### config.mk
export PLATFORM = sky130hd
export DESIGN_NAME = mux2_arbiter
export DESIGN_NICKNAME = d
export VERILOG_FILES = /design/src/rtl/mux2_arbiter_pkg.sv /design/src/rtl/mux2_arb_fsm.sv /design/src/rtl/mux_2x1.sv /design/src/rtl/mux2_arbiter.sv
export SDC_FILE = /design/constraint.sdc
export NUM_CORES = 1
export LEC_CHECK = 0
export CAP_MARGIN = 20
export CELL_PAD_IN_SITES_DETAIL_PLACEMENT = 1
export CELL_PAD_IN_SITES_GLOBAL_PLACEMENT = 1
export CORE_MARGIN = 3
export CORE_UTILIZATION = 29
export DETAILED_ROUTE_END_ITERATION = 8
export PLACE_DENSITY_LB_ADDON = 0.1
export SLEW_MARGIN = 20
export SYNTH_ARGS = -nofsm -noshare
export SYNTH_HDL_FRONTEND = slang
export SYNTH_HIERARCHICAL = 1
export SYNTH_SLANG_ARGS = --single-unit
### constraint.sdc
create_clock -name clk -period 2.55 [get_ports clk]
set_clock_uncertainty 0.2 [all_clocks]
set_input_delay 0.765 -clock clk [delete_from_list [all_inputs] [get_ports clk]]
set_output_delay 0.765 -clock clk [all_outputs]
set_load 0.1 [all_outputs]
### src/rtl/mux2_arbiter_pkg.sv
// mux2_arbiter_pkg: state encoding and hold-counter width helper for the 2:1 mux arbiter.
package mux2_arbiter_pkg;

    typedef enum logic [1:0] {
        IDLE = 2'b00,
        G0   = 2'b01,
        G1   = 2'b10
    } state_t;

    function automatic int hold_w(input int max_hold);
        return (max_hold < 1) ? 1 : $clog2(max_hold + 1);
    endfunction

endpackage

### src/rtl/mux2_arb_fsm.sv
// mux2_arb_fsm: round-robin grant FSM with hold timeout; all outputs registered.
module mux2_arb_fsm
    import mux2_arbiter_pkg::*;
#(
    parameter int MAX_HOLD = 4
) (
    input  logic clk,
    input  logic reset,
    input  logic req0,
    input  logic req1,
    output logic gnt0,
    output logic gnt1,
    output logic s,
    output logic valid,
    output logic preempt
);
    localparam int HOLD_W = hold_w(MAX_HOLD);
    localparam logic [HOLD_W-1:0] HOLD_TOP = HOLD_W'(MAX_HOLD == 0 ? 0 : MAX_HOLD - 1);
    localparam bit PRE_EN = MAX_HOLD != 0;

    state_t state, nxt, oth_st;
    logic last, own, oth, pre, gx;
    logic [HOLD_W-1:0] hold_cnt, hold_nxt;

    assign gx = state == G1;
    assign own = gx ? req1 : req0;
    assign oth = gx ? req0 : req1;
    assign oth_st = gx ? G0 : G1;

    always_comb begin
        nxt = state;
        pre = 1'b0;
        if (state == IDLE) begin
            nxt = (req0 && (!req1 || last)) ? G0 : (req1 ? G1 : IDLE);
        end else if (!own) begin
            nxt = oth ? oth_st : IDLE;
        end else if (oth && PRE_EN && hold_cnt == HOLD_TOP) begin
            nxt = oth_st;
            pre = 1'b1;
        end
        // Count only while the other side waits under an unchanged grant.
        hold_nxt = (nxt != state || nxt == IDLE || !oth) ? '0 :
                   (hold_cnt == HOLD_TOP) ? hold_cnt : hold_cnt + 1'b1;
    end

    always_ff @(posedge clk or posedge reset) begin
        if (reset) begin
            state    <= IDLE;
            last     <= 1'b1;
            hold_cnt <= '0;
            gnt0     <= 1'b0;
            gnt1     <= 1'b0;
            s        <= 1'b0;
            valid    <= 1'b0;
            preempt  <= 1'b0;
        end else begin
            state    <= nxt;
            hold_cnt <= hold_nxt;
            gnt0     <= nxt == G0;
            gnt1     <= nxt == G1;
            valid    <= (nxt == G0) || (nxt == G1);
            s        <= (nxt == G1) ? 1'b1 : (nxt == G0) ? 1'b0 : s;
            last     <= (nxt == G1) ? 1'b1 : (nxt == G0) ? 1'b0 : last;
            preempt  <= pre;
        end
    end
endmodule

### src/rtl/mux_2x1.sv
// mux_2x1: single-bit 2:1 selector cell (sel=0 -> a, sel=1 -> b).
module mux_2x1 (
    input  logic a,
    input  logic b,
    input  logic sel,
    output logic y
);
    assign y = sel ? b : a;
endmodule

### src/rtl/mux2_arbiter.sv
// mux2_arbiter: fair round-robin sharing of a 2:1 data mux between two requesters.
module mux2_arbiter
    import mux2_arbiter_pkg::*;
#(
    parameter int WIDTH    = 8,
    parameter int MAX_HOLD = 4
) (
    input  logic             clk,
    input  logic             reset,
    input  logic             req0,
    input  logic             req1,
    input  logic [WIDTH-1:0] d0,
    input  logic [WIDTH-1:0] d1,
    output logic             gnt0,
    output logic             gnt1,
    output logic             s,
    output logic [WIDTH-1:0] result,
    output logic             valid,
    output logic             preempt
);
    mux2_arb_fsm #(.MAX_HOLD(MAX_HOLD)) u_fsm (
        .clk     (clk),
        .reset   (reset),
        .req0    (req0),
        .req1    (req1),
        .gnt0    (gnt0),
        .gnt1    (gnt1),
        .s       (s),
        .valid   (valid),
        .preempt (preempt)
    );

    for (genvar b = 0; b < WIDTH; b++) begin : g_bit
        mux_2x1 u_mux (
            .a   (d0[b]),
            .b   (d1[b]),
            .sel (s),
            .y   (result[b])
        );
    end
endmodule

==> results of run 1 <==
cells by family after synthesis:
logic type	Yosys count	synth area share [%]
and+or+nand+nor	22	14.7
AOI/OAI and AO/OA	13	13.5
DFF	11	38.2
muxes	9	18.0
buffers and inverters	8	5.87
adders and majority gates	5	8.64
xor gates and xnor gates	1	1.21
report_power, final:
group	total [mW]	switching, mW	internal [mW]
combinational	0.751	0.462	0.289
sequential	0.271	0.0612	0.210
clock	0.116	0.0559	0.0604
total	1.14	0.579	0.559
cell usage in the layout, fill, tap and decap left out, drive strengths merged, types with 2 or more instances in the layout:
cell and instances:
dfrtp 10, mux2 8, clkdlybuf4s50 2, buf 22, nand2 8, dlygate4sd2 16
nand3 2, clkbuf 4, nand2b 2, nor3 3, nor2 4, inv 5
ha 5, o21ai 3
what timing repair did:
action                     in CTS  in global routing
hold buffers                    0                  0
setup buffers                   0                  1
gates resized for setup        16                  2
setup endpoints to repair       8                  3
worst max-delay path, cell delays in order:
cell,delay (ns)
sky130_fd_sc_hd__dlygate4sd2_1,0.23
sky130_fd_sc_hd__mux2_4,0.28
sky130_fd_sc_hd__buf_12,0.17
through the flow:
step | instance area (um^2) | TNS (ns) | hold slack [ns]
after CTS | 1200 | 0 | 0.329
after global placement | 1200 | -0.416 | 0.296
after detailed placement | 1200 | -0.780 | 0.317
final | 1220 | 0 | 0.323
after floorplan | 726 | 0 | 0.257
after global routing | 1220 | 0 | 0.367
cell type report:
cell class	count	area, um^2
tap	28	35.0
inverter	5	18.8
clock buffer	4	26.3
timing repair buffer	41	450
sequential	11	278
multi-input combinational	50	408
fill	266	1080
routing by layer:
| layer | vias to the layer above | track usage [%] | part of all wire (%) |
|---|---|---|---|
| met1 | 321 | 18.5 | 44 |
| met2 | 15 | 22.7 | 53 |
| met4 | 0 | 2.03 | 0 |
| li1 | 327 | - | - |
| met3 | 0 | 2.32 | 3.2 |
| met5 | - | 0 | 0 |
path summary, 6_finish.rpt:
kind / to / slack, ns / cells after the start
max: result[0] / 0.13 / 3
min: u_fsm/last / 0.32 / 2
max reg2reg: u_fsm/hold_cnt[0] / 0.21 / 9
min reg2reg: u_fsm/last / 0.32 / 2
max in group asynchronous: u_fsm/last / 1.23 / 2
min in group asynchronous: u_fsm/hold_cnt[1] / 0.60 / 2
registers in the layout, summed over array words and instances, names as in the netlist:
register,flops
u_fsm/gnt0,1
u_fsm/gnt1,1
u_fsm/hold_cnt,3
u_fsm/last,1
u_fsm/preempt,1
u_fsm/s,1
u_fsm/state,2
u_fsm/valid,1
==> impl_metrics.csv, run 1 <==
group,metric,value,unit
power,cellLeakagePower,0.612,nW
clock_tree,ctsRootBufferMaster,"sky130_fd_sc_hd__clkbuf_4",
power,ir_worst_vdd,0.000643,V
synth,postSynthAreaPerCell,10.5,um^2
status,outcome,"finished clean",
synth,ys_ff_latch,11,
synth,synth_sequential_area_ratio,38.2,%
cells_and_area,finish.net_count,137,
min_path,timing.hold.worst.start,"u_fsm/last",
clock_tree,cts_max_path_buffers,2,
cells_and_area,flow.area_growth_from_synthesis,67.9,%
synth,yosys-top-cells-count,"sky130_fd_sc_hd__dfrtp_1 (10), sky130_fd_sc_hd__mux2_4 (8), sky130_fd_sc_hd__nand2_1 (8)",
die,initial_core_util,31.5,%
route,firstDrtPassIters,4,
synth,synth_top_cell_area_share,34.5,%
clock_tree,clock_latency,0.26,ns
synth,synth_async_sr_flop_share,100,%
critical_path,critical_path_class,"primary input to output port",
global_route,grt_pass1_vias,684,
timing,finalWorstPathRequiredPeriod,2.42,ns
global_route,largest_net_degree_at_the_start_of_global_routing,12,
placement,place_worst_setup_slack,-0.157,ns
clock_tree,cts.htree.levels,1,
die,design.die.area,3130,um^2
global_route,grt-ovfl-total,0,
cells_and_area,finish.cell_count_without_fillers,139,
synth,edff_count_synth,0,
die,dieHeight,56.0,um
placement,placed_cells_incl_taps,134,
synth,syn_nets,94,
cells_and_area,antenna-diode-count,0,
clock_tree,tritoncts_clock_tree,"done",
critical_path,critPathRequiredTime,1.59,ns
die,horiz_die_dim,56.0,um
critical_path,path_max_fanout,1,
timing,timing_hold_violations_final,0,
route,final_routed_wirelength_across_all_metal_layers,2.09,mm
synth,dominantRegCellSynth,"sky130_fd_sc_hd__dfrtp_1",
critical_path,cp_startpoint_kind,"primary input",
synth,synth.area.top_cells,"sky130_fd_sc_hd__dfrtp_1 (35%), sky130_fd_sc_hd__mux2_4 (17%), sky130_fd_sc_hd__ha_1 (8.6%)",
placement,gp_congestion,0.768,
timing,timing.slew.headroom,72.4,%
die,floorplan_row_count,17,
critical_path,end_kind,"output port",
die,floorplan.io_pins,33,
timing,slew_viol_final,0,
timing,finalSetupViolations,0,
critical_path,worst_ep_arrival_time,1.45,ns
placement,io_buffer_count,32,
timing,finalWorstSetupSlack,0.133,ns
synth,synthesis.area,724,um^2
timing,tightest_slew,0.413,ns
timing,rsz0062_at_grt,"no",
route,final_antenna_net_count,0,
min_path,hold_path.class,"flop to flop",
route,route.detailed.drc,0,
cells_and_area,fin_util,52.9,%
flow_run,timing.max_cap.violations,0,
route,drt_iter0_markers,23,
global_route,antenna_violations_before_repair,0,
route,num_vias,663,
synth,ys_warn_count,6,
clock_tree,cts.reportedPaths.clkPinSlew,0.07,ns
die,core_area,2300,um^2
timing,max_clock_freq,414,MHz
power,finalPower,1.14,mW
critical_path,rr_startpoint,"u_fsm/hold_cnt[0]",
synth,synth_area_leader_cell,"sky130_fd_sc_hd__dfrtp_1",
clock_tree,tritoncts_num_sinks,11,
critical_path,crit_path_launch,"d0[0]",
synth,netlist-cell-type-count,31,
global_route,grt_first_pass_wirelength,3.42,mm
power,power.density_cell_area,936,nW/um^2
synth,yosys.cell_count.top_type,"sky130_fd_sc_hd__dfrtp_1",
clock_tree,cts_buffer_count,3,
placement,hpwl,1.76,mm
timing,final.period_utilization,94.8,%
cells_and_area,share_of_cells_above_drive_strength_1,34.2,%
global_route,global_route.usage.total,13.5,%
route,wire_length_per_cell_after_detailed_routing,15.0,um
route,via_per_inst,4.77,
synth,syn_inst,69,
(Power assumes the default switching activity.)
==> inputs of run 2 (changes only) <==
--- a/config.mk
+++ b/config.mk
@@ -11,7 +11,9 @@
 export CORE_MARGIN = 3
 export CORE_UTILIZATION = 29
 export DETAILED_ROUTE_END_ITERATION = 8
+export GPL_TIMING_DRIVEN = 0
 export PLACE_DENSITY_LB_ADDON = 0.1
+export SKIP_LAST_GASP = 1
 export SLEW_MARGIN = 20
 export SYNTH_ARGS = -nofsm -noshare
 export SYNTH_HDL_FRONTEND = slang
==> impl_metrics.csv, run 2 (synthesis results as in run 1) <==
group,metric,value,unit
status,outcome,"finished clean",
die,initial_core_util,31.5,%
critical_path,cp_startpoint_kind,"primary input",
critical_path,rr_startpoint,"u_fsm/hold_cnt[0]",
min_path,hold_path.class,"flop to flop",
route,route.detailed.drc,0,
global_route,global_route.usage.total,14.2,%
critical_path,worst_ep_arrival_time,1.45,ns
cells_and_area,finalInstanceArea,1180,um^2
timing,tightest_slew,0.965,ns
critical_path,critical_path_class,"primary input to output port",
clock_tree,cts.reportedPaths.clkPinSlew,0.07,ns
timing,final.period_utilization,94.8,%
cells_and_area,commonest_cells_after_routing_fill_and_taps_aside,"sky130_fd_sc_hd__dlygate4sd2_1 (19), sky130_fd_sc_hd__dfrtp_1 (9), sky130_fd_sc_hd__mux2_4 (8), sky130_fd_sc_hd__buf_12 (8), sky130_fd_sc_hd__nand2_1 (8)",
placement,placed_cell_area,1070,um^2
route,wire_length_per_cell_after_detailed_routing,15.4,um
critical_path,worstPathBufferInverterCount,2,
critical_path,crit_family,"buffers and inverters",
power,clkPwrFrac,10.6,%
global_route,grt_pass1_vias,676,
cells_and_area,antenna-diode-count,0,
min_path,timing.hold.worst.start,"u_fsm/last",
die,core_area,2300,um^2
min_path,timing.hold.worst_path_depth,2,
min_path,min_to,"u_fsm/last",
timing,finalWorstPathRequiredPeriod,2.42,ns
placement,io_buffer_count,31,
power,seq_power_share,23.5,%
critical_path,crit_path_max_cell_delay,0.28,ns
global_route,grt_first_pass_wirelength,3.45,mm
power,power.density_cell_area,934,nW/um^2
placement,hpwl,1.51,mm
timing,timing.slew.headroom,35.9,%
power,cellLeakagePower,0.595,nW
critical_path,critical_path.slowest_cell,"sky130_fd_sc_hd__mux2_4",
timing,max_clock_freq,413,MHz
critical_path,reg2reg_slack,0.15,ns
die,horiz_die_dim,56.0,um
clock_tree,holdBufCountCts,0,
critical_path,ff2ff_path_depth,9,
route,drt_iter0_markers,13,
power,p_sw_share,51.9,%
clock_tree,cts_max_path_buffers,2,
clock_tree,clock_latency,0.26,ns
global_route,antenna_violations_before_repair,0,
die,design.die.area,3130,um^2
timing,slew_viol_final,0,
cells_and_area,share_of_cells_above_drive_strength_1,27.9,%
clock_tree,ctsRootBufferMaster,"sky130_fd_sc_hd__clkbuf_4",
placement,gp_congestion,0.705,
cells_and_area,fin_util,51.2,%
die,dieHeight,56.0,um
route,firstDrtPassIters,4,
timing,hold-worst-slack,0.303,ns
timing,timing_hold_violations_final,0,
flow_run,timing.max_cap.violations,0,
global_route,largest_net_degree_at_the_start_of_global_routing,12,
route,final_routed_wirelength_across_all_metal_layers,2.03,mm
timing,summed_negative_setup_slack_over_all_endpoints,0,ns
die,floorplan.io_pins,33,
critical_path,path_max_fanout,1,
timing,rsz0062_at_grt,"no",
critical_path,reg_to_reg_endpoint,"u_fsm/hold_cnt[0]",
cells_and_area,registers.top_by_ff_count,"u_fsm/hold_cnt",
clock_tree,cts_buffer_count,3,
power,cell_internal_pwr,0.528,mW
power,switchingPower,0.570,mW
critical_path,critical_path.cell_chain,"dlygate4sd2_1 > mux2_4 > buf_12",
cells_and_area,number_of_flip_flops_in_the_largest_register,3,
clock_tree,tritoncts_clock_tree,"done",
route,final_antenna_net_count,0,
timing,finalSetupViolations,0,
power,power.combinational.fraction,65.9,%
cells_and_area,layout.cells.most_common,"sky130_fd_sc_hd__dlygate4sd2_1",
power,ir_worst_vdd,0.000666,V
critical_path,critPathRequiredTime,1.59,ns
route,via_per_inst,4.84,
cells_and_area,largest_registers,"u_fsm/hold_cnt x3, u_fsm/state x2",
clock_tree,cts.htree.levels,1,
power,finalPower,1.10,mW
die,floorplan_row_count,17,
critical_path,end_kind,"output port",
cells_and_area,finish.net_count,130,
global_route,grt-ovfl-total,0,
route,num_vias,639,
cells_and_area,flow.area_growth_from_synthesis,62.3,%
clock_tree,tritoncts_num_sinks,11,
run 2: worst reg2reg max path: stages (launching register included):
cell and delay [ns]:
sky130_fd_sc_hd__dfrtp_1 0.39, sky130_fd_sc_hd__ha_1 0.21, sky130_fd_sc_hd__ha_1 0.20, sky130_fd_sc_hd__buf_6 0.15
sky130_fd_sc_hd__o21ai_1 0.14, sky130_fd_sc_hd__a22o_1 0.20, sky130_fd_sc_hd__inv_1 0.08, sky130_fd_sc_hd__ha_1 0.19
sky130_fd_sc_hd__a211o_1 0.34, sky130_fd_sc_hd__nor3_1 0.21
run 2: how the worst max path moves through the flow:
stage          slack (ns)  depth (start not counted)               from           endpoint
6_report             0.13                          3              d0[5]          result[5]
3_5_place_dp        -0.91                          3              d0[1]          result[1]
4_1_cts             -0.08                          3              d0[1]          result[1]
3_3_place_gp        -0.90                          3              d0[1]          result[1]
5_1_grt              0.01                         10  u_fsm/hold_cnt[1]  u_fsm/hold_cnt[0]
2_1_floorplan        0.30                          1            u_fsm/s          result[0]
run 2: area by class of cell:
| cell class | count | area [um^2] |
|---|---|---|
| Clock buffer | 4 | 26.3 |
| Inverter | 5 | 18.8 |
| Multi-Input combinational cell | 50 | 415 |
| Fill cell | 236 | 1120 |
| Timing Repair Buffer | 31 | 373 |
| Buffer | 3 | 30.0 |
| Tap cell | 28 | 35.0 |
| Sequential cell | 11 | 278 |
run 2: metal layers:
metal | vias up | track usage, % | share of wire (%)
li1 | 310 | - | -
met1 | 308 | 16.7 | 41
met2 | 17 | 24.5 | 53
met3 | 4 | 1.62 | 3.4
met4 | 0 | 8.14 | 2.0
met5 | - | 0 | 0
run 2: power groups by stage:
stage / combinational (mW) / clock (mW) / sequential, mW
2_1_floorplan: 0.394 / 0 / 0.365
3_3_place_gp: 0.642 / 0 / 0.261
3_5_place_dp: 0.648 / 0 / 0.264
4_1_cts: 0.710 / 0.123 / 0.260
5_1_grt: 0.750 / 0.127 / 0.267
6_report: 0.724 / 0.116 / 0.258
run 2: stage by stage:
step / std cells / worst slack [ns]
floorplan: 69 / 0.301
global placement: 128 / -0.897
detailed placement: 128 / -0.906
CTS: 132 / -0.0835
global route: 132 / 0.0149
finish: 132 / 0.132
run 2: timing repair:
action	in CTS	in global routing
pin swaps	0	1
gates resized for setup	91	11
buffers inserted	0	0
setup endpoints to repair	16	4
gates cloned	0	0
